File: config.mk
export PLATFORM = sky130hd
export DESIGN_NAME = xnor_window_sched_flat
export DESIGN_NICKNAME = d
export VERILOG_FILES = /design/src/rtl/xnor_window_sched_if.sv /design/src/rtl/xnor_window_sched.sv /design/src/flat_wrapper.sv
export SDC_FILE = /design/constraint.sdc
export NUM_CORES = 1
export LEC_CHECK = 0
export CORE_MARGIN = 10
export CORE_UTILIZATION = 40
export CTS_CLUSTER_SIZE = 8
export DETAILED_ROUTE_END_ITERATION = 16
export GPL_ROUTABILITY_DRIVEN = 0
export GPL_TIMING_DRIVEN = 0
export PLACE_DENSITY_LB_ADDON = 0.2
export SYNTH_ARGS = -nofsm -noshare
export SYNTH_HDL_FRONTEND = slang
export SYNTH_SLANG_ARGS = --single-unit
File: constraint.sdc
create_clock -name clk -period 3.1 [get_ports clk]
set_clock_uncertainty 0.2 [all_clocks]
set_input_delay 0.31 -clock clk [delete_from_list [all_inputs] [get_ports clk]]
set_output_delay 0.31 -clock clk [all_outputs]
set_load 0.05 [all_outputs]
File: src/rtl/xnor_window_sched_if.sv
// Upstream activation/weight bit-pair stream (valid/ready) into the window scheduler.
interface xnor_window_sched_if;
  logic in_valid;
  logic in_ready;
  logic in_a;
  logic in_w;

  modport master (output in_valid, output in_a, output in_w, input in_ready);
  modport slave  (input in_valid, input in_a, input in_w, output in_ready);
endinterface

File: src/rtl/xnor_window_sched.sv
// xnor_window_sched: feeds serial a/w into the registered wide XNOR stage and
// flags the cycle in which the datapath's x register holds a full WIDE-bit window.
// Optional feature: define XNOR_SCHED_BUBBLE_CNT_EN to add the bubble_cnt output.
module xnor_window_sched #(
  parameter int unsigned WIDE  = 72,
  parameter int unsigned LEN_W = 16
) (
  input  logic              clk,
  input  logic              reset,
  input  logic              start,
  input  logic [LEN_W-1:0]  job_len,
  output logic              busy,
  xnor_window_sched_if.slave up,
  output logic              a,
  output logic              w,
  output logic              x_valid,
  output logic [LEN_W-1:0]  win_idx,
  output logic              done
`ifdef XNOR_SCHED_BUBBLE_CNT_EN
  ,
  output logic [LEN_W-1:0]  bubble_cnt
`endif
);

  localparam int unsigned RUN_W = $clog2(WIDE + 1);

  localparam logic [1:0] S_IDLE  = 2'd0;
  localparam logic [1:0] S_LOAD  = 2'd1;
  localparam logic [1:0] S_DRAIN = 2'd2;

  logic [1:0]       state, state_n;
  logic [LEN_W-1:0] rem, rem_n;
  logic [RUN_W-1:0] run, run_n;
  logic [LEN_W-1:0] widx, widx_n;
  logic             drain_2nd, drain_2nd_n;
  logic             win_flag;
  logic             in_ready_c;
  logic             flag_d1;
  logic [LEN_W-1:0] idx_d1;

  // State and job counters.
  always_ff @(posedge clk or negedge reset) begin
    if (!reset) begin
      state     <= S_IDLE;
      rem       <= '0;
      run       <= '0;
      widx      <= '0;
      drain_2nd <= 1'b0;
    end else begin
      state     <= state_n;
      rem       <= rem_n;
      run       <= run_n;
      widx      <= widx_n;
      drain_2nd <= drain_2nd_n;
    end
  end

  // Next-state, acceptance, a/w drive and window-complete detection.
  always_comb begin
    state_n     = state;
    rem_n       = rem;
    run_n       = run;
    widx_n      = widx;
    drain_2nd_n = drain_2nd;
    win_flag    = 1'b0;
    in_ready_c  = 1'b0;
    a           = 1'b0;
    w           = 1'b0;
    case (state)
      S_IDLE: begin
        if (start) begin
          drain_2nd_n = 1'b0;
          if (job_len != '0) begin
            rem_n   = job_len;
            run_n   = '0;
            widx_n  = '0;
            state_n = S_LOAD;
          end else begin
            state_n = S_DRAIN;
          end
        end
      end
      S_LOAD: begin
        in_ready_c = 1'b1;
        if (up.in_valid) begin
          a     = up.in_a;
          w     = up.in_w;
          rem_n = rem - LEN_W'(1);
          run_n = (run == RUN_W'(WIDE)) ? run : run + RUN_W'(1);
          win_flag = (run_n == RUN_W'(WIDE));
          if (win_flag) widx_n = widx + LEN_W'(1);
          if (rem == LEN_W'(1)) begin
            state_n     = S_DRAIN;
            drain_2nd_n = 1'b0;
          end
        end else begin
          // Datapath shifts a zero pair regardless, so the window restarts.
          run_n = '0;
        end
      end
      S_DRAIN: begin
        if (drain_2nd) state_n = S_IDLE;
        else drain_2nd_n = 1'b1;
      end
      default: state_n = S_IDLE;
    endcase
  end

  // Two-stage delay line matching a/w_reg -> x latency of the datapath.
  always_ff @(posedge clk or negedge reset) begin
    if (!reset) begin
      flag_d1 <= 1'b0;
      x_valid <= 1'b0;
      idx_d1  <= '0;
      win_idx <= '0;
    end else begin
      flag_d1 <= win_flag;
      x_valid <= flag_d1;
      if (win_flag) idx_d1  <= widx;
      if (flag_d1)  win_idx <= idx_d1;
    end
  end

  assign up.in_ready = in_ready_c;
  assign busy        = (state != S_IDLE);
  assign done        = (state == S_DRAIN) && drain_2nd;

`ifdef XNOR_SCHED_BUBBLE_CNT_EN
  // Saturating count of LOAD cycles without an upstream bit pair.
  always_ff @(posedge clk or negedge reset) begin
    if (!reset) begin
      bubble_cnt <= '0;
    end else if (state == S_IDLE && start) begin
      bubble_cnt <= '0;
    end else if (state == S_LOAD && !up.in_valid && bubble_cnt != '1) begin
      bubble_cnt <= bubble_cnt + LEN_W'(1);
    end
  end
`endif

endmodule
File: src/flat_wrapper.sv
// flat-port wrapper written by rule: the top's interface ports become plain ports
module xnor_window_sched_flat 
#(
  parameter int unsigned WIDE  = 72,
  parameter int unsigned LEN_W = 16
)
  (clk, reset, start, job_len, busy, a, w, x_valid, win_idx, done, up_in_valid, up_in_a, up_in_w, up_in_ready);
  xnor_window_sched_if up_i ();
  input  logic clk;
  input  logic reset;
  input  logic start;
  input  logic [LEN_W-1:0] job_len;
  output logic busy;
  output logic a;
  output logic w;
  output logic x_valid;
  output logic [LEN_W-1:0] win_idx;
  output logic done;
  input wire logic [$bits(up_i.in_valid)-1:0] up_in_valid;
  input wire logic [$bits(up_i.in_a)-1:0] up_in_a;
  input wire logic [$bits(up_i.in_w)-1:0] up_in_w;
  output wire logic [$bits(up_i.in_ready)-1:0] up_in_ready;
  assign up_i.in_valid = up_in_valid;
  assign up_i.in_a = up_in_a;
  assign up_i.in_w = up_in_w;
  assign up_in_ready = up_i.in_ready;
  xnor_window_sched #(.WIDE(WIDE), .LEN_W(LEN_W)) u_core (.clk(clk), .reset(reset), .start(start), .job_len(job_len), .busy(busy), .up(up_i), .a(a), .w(w), .x_valid(x_valid), .win_idx(win_idx), .done(done));
endmodule
==> impl_metrics.json <==
{
  "run_status": "completed",
  "route.detailed.drc": 0,
  "swShare": 0.383,
  "setup_tns_ns": 0,
  "critPathTopFamily": "buffers and inverters",
  "cp.arrival_ns": 2.47,
  "power_dens_cells_mw_per_mm2": 657,
  "crit_required_ns": 2.59,
  "postRouteAntennaNets": 0,
  "hold_class": "reg -> reg",
  "grt_max_degree": 47,
  "dr.first_iter.drc_count": 327,
  "final_util": 0.498,
  "synth_cell_types": 55,
  "track_usage": 0.135,
  "die_width_um": 119,
  "intPower_w": 0.00196,
  "critPathBufInv": 4,
  "clock_tree_from_tritoncts": "done",
  "clk_path_buf_depth": 2,
  "detailed_place_hpwl_um": 7060,
  "slew_headroom": 0.403,
  "ordered_list_of_cells_on_the_worst_path": "nand2b_1, inv_1, clkbuf_2, clkbuf_2, and3_1, clkdlybuf4s15_2",
  "post_synth_inst_count": 395,
  "wire_length_of_the_first_global_routing_pass_um": 16200,
  "final-setup-viol-count": 0,
  "synth_compound_gate_area_share": 0.176,
  "power.leakage_nw": 2.01,
  "cp-end-kind": "output port",
  "drive_gt1_frac": 0.125,
  "synth_fa_ha_area_frac": 0.0159,
  "num-nets-final": 478,
  "cts_made_buffers": 9,
  "grt.overflow.total": 0,
  "p_seq_frac": 0.402,
  "power_frac_clock": 0.276,
  "final_common_cell": "dfrtp_1",
  "antennaDiodeCount": 0,
  "top_cell_type_s_share_of_synthesized_area": 0.482,
  "hold_violations": 0,
  "worst_ir_drop_vdd_mv": 0.363,
  "synth_xor_xnor_area_share": 0.00666,
  "timing.critical_path.mode_cell": "clkbuf_2",
  "synth_mux_area_frac": 0.0990,
  "crit_path_top_delay_cell": "dfrtp_1",
  "min_period_ns": 2.98,
  "post-route-period-util": 0.962,
  "max_slew.worst_pin.slew_ns": 0.887,
  "synth_top_family_by_area": "simple AND/OR/NAND/NOR gates",
  "comb_power_share": 0.322,
  "design.portCount": 44,
  "antenna_found_initial": 0,
  "placementRows": 36,
  "synth_sequential_area_ratio": 0.482,
  "area_delta_synth_final_pct": 22.3,
  "synth.largest_area_cell": "dfrtp_1",
  "async_flop_share": 1.00,
  "synthTopCellsByArea": "dfrtp_1 (48%), mux2_2 (6.6%), a21oi_1 (3.6%)",
  "critical_path.startpoint_type": "register",
  "wirelength_um": 9670,
  "synthesis.area_per_instance_um2": 9.98,
  "timing_worst_setup_path_type": "reg -> out",
  "vias_after_detailed_routing": 3383,
  "synth_ff_type": "dfrtp_1",
  "cts.htree.levels": 3,
  "ys_ff_latch": 76,
  "finalMaxSlewViolations": 0,
  "ys_warn_count": 0,
  "rsz_0062_raised_after_global_routing": "false",
  "mappedNetlistNets": 422,
  "cts_sinks": 76,
  "layout_common_cells": "dfrtp_1 (76), clkdlybuf4s50_1 (39), nand2_1 (31), nor2_1 (27), a21oi_1 (27)",
  "wl_per_cell_um": 16.4,
  "post-cts-setup-buffer-count": 0,
  "peak_fanout_along_the_critical_path": 10,
  "drt-vias-per-instance": 5.74,
  "synthesis.area_mm2": 0.00394,
  "die_area_mm2": 0.0142,
  "drt-pass1-iter-count": 5,
  "synth_enable_flop_cells": 0,
  "peak_per_stage_delay_on_the_critical_path_ns": 0.45,
  "clk_pin_slew_ns": 0.09,
  "fp.dieH_um": 119,
  "max_freq_mhz": 335,
  "port-buffer-count": 43,
  "power.net_switching_w": 0.00121,
  "initial_core_util": 0.407,
  "simple_gate_share_of_the_synthesized_area": 0.187,
  "grt_pass1_vias": 3274,
  "cts-root-buf": "clkbuf_8",
  "worstSkewPairLatency_ns": 0.36,
  "max-cap-violations": 0,
  "placeableCoreArea_mm2": 0.00968
}
==> layer usage <==
metal / GRT usage / share of wire / vias up
met5: 0 / 0 / -
met4: 0.0437 / 0.018 / 0
met3: 0.0354 / 0.072 / 17
met2: 0.212 / 0.46 / 113
met1: 0.177 / 0.45 / 1656
li1: - / - / 1597
==> what timing repair did <==
item / in CTS / in global routing
endpoints found under the setup margin: 3 / 20
resized for setup: 7 / 3
hold buffers: 1 / 0
endpoints found under the hold margin: 30 / 0
==> power groups by stage <==
stage | clock (W) | combinational [W] | sequential [W]
global route | 0.000940 | 0.00114 | 0.00131
finish | 0.000875 | 0.00102 | 0.00128
floorplan | 0 | 0.000721 | 0.00125
global placement | 0 | 0.000987 | 0.00129
detailed placement | 0 | 0.00100 | 0.00129
CTS | 0.000903 | 0.00101 | 0.00127
==> sequential cells by signal, summed over array words and instances, names as in the netlist <==
name              flops
u_core.idx_d1        16
u_core.rem           16
u_core.widx          16
u_core.win_idx       16
u_core.run            7
u_core.state          2
u_core.drain_2nd      1
u_core.flag_d1        1
u_core.x_valid        1
==> cell usage after synthesis (all sizes together) (2+ instances only) <==
cell / number
o31ai: 11
o21ai: 26
buf: 2
ha: 5
o211ai: 5
a21o: 2
and4: 3
nand2: 31
nand2b: 6
a32oi: 6
mux2i: 3
mux2: 32
inv: 10
dfrtp: 76
a31oi: 3
nor2: 27
o2111ai: 3
a31o: 2
clkbuf: 20
nor3b: 2
or2: 2
or4: 11
nor3: 12
a21oi: 28
o22a: 3
a41oi: 3
and2: 5
nand4: 6
nand3: 9
xnor2: 2
o21bai: 3
and3: 6
o22ai: 2
nor4: 11
==> layout make-up <==
type                    count  area (um^2)
plain buffers              22         93.8
fillers                   875         4860
clock buffers              10          138
inverters                  10         37.5
clock inverters             6         95.1
flip-flops and latches     76         1900
multi-input cells         287         1930
repair buffers             45          464
well taps                 133          166
==> worst paths after layout <==
kind / start / end / slack [ns] / cells after the start
min in group asynchronous: reset / u_core.win_idx[2] / 0.22 / 2
hold / removal: u_core.flag_d1 / u_core.x_valid / 0.18 / 0
setup / recovery: u_core.state[1] / w / 0.12 / 6
hold reg to reg: u_core.flag_d1 / u_core.x_valid / 0.18 / 0
setup reg to reg: u_core.run[0] / u_core.widx[14] / 0.32 / 9
max in group asynchronous: reset / u_core.widx[13] / 1.91 / 3
==> kinds of logic after synthesis <==
logic type	Yosys count
AO/OA/AOI/OAI	107
adder cells (fa/ha/maj)	5
AND/OR/NAND/NOR	137
multiplexers	35
XOR/XNOR	3
buffers and inverters	32
flip-flops	76
==> stage by stage <==
step | instance area, um^2 | instances | setup slack, ns | hold slack (ns) | power, W
3_3_place_gp | 4540 | 571 | -1.23 | 0.158 | 0.00227
2_1_floorplan | 3940 | 395 | 0.407 | -0.186 | 0.00197
6_report | 4820 | 589 | 0.116 | 0.176 | 0.00317
5_1_grt | 4820 | 589 | 0.00712 | 0.199 | 0.00339
4_1_cts | 4810 | 589 | 0.0234 | 0.180 | 0.00318
3_5_place_dp | 4570 | 572 | -0.335 | 0.0761 | 0.00229
Note: power is estimated with default switching activity, not from simulation.
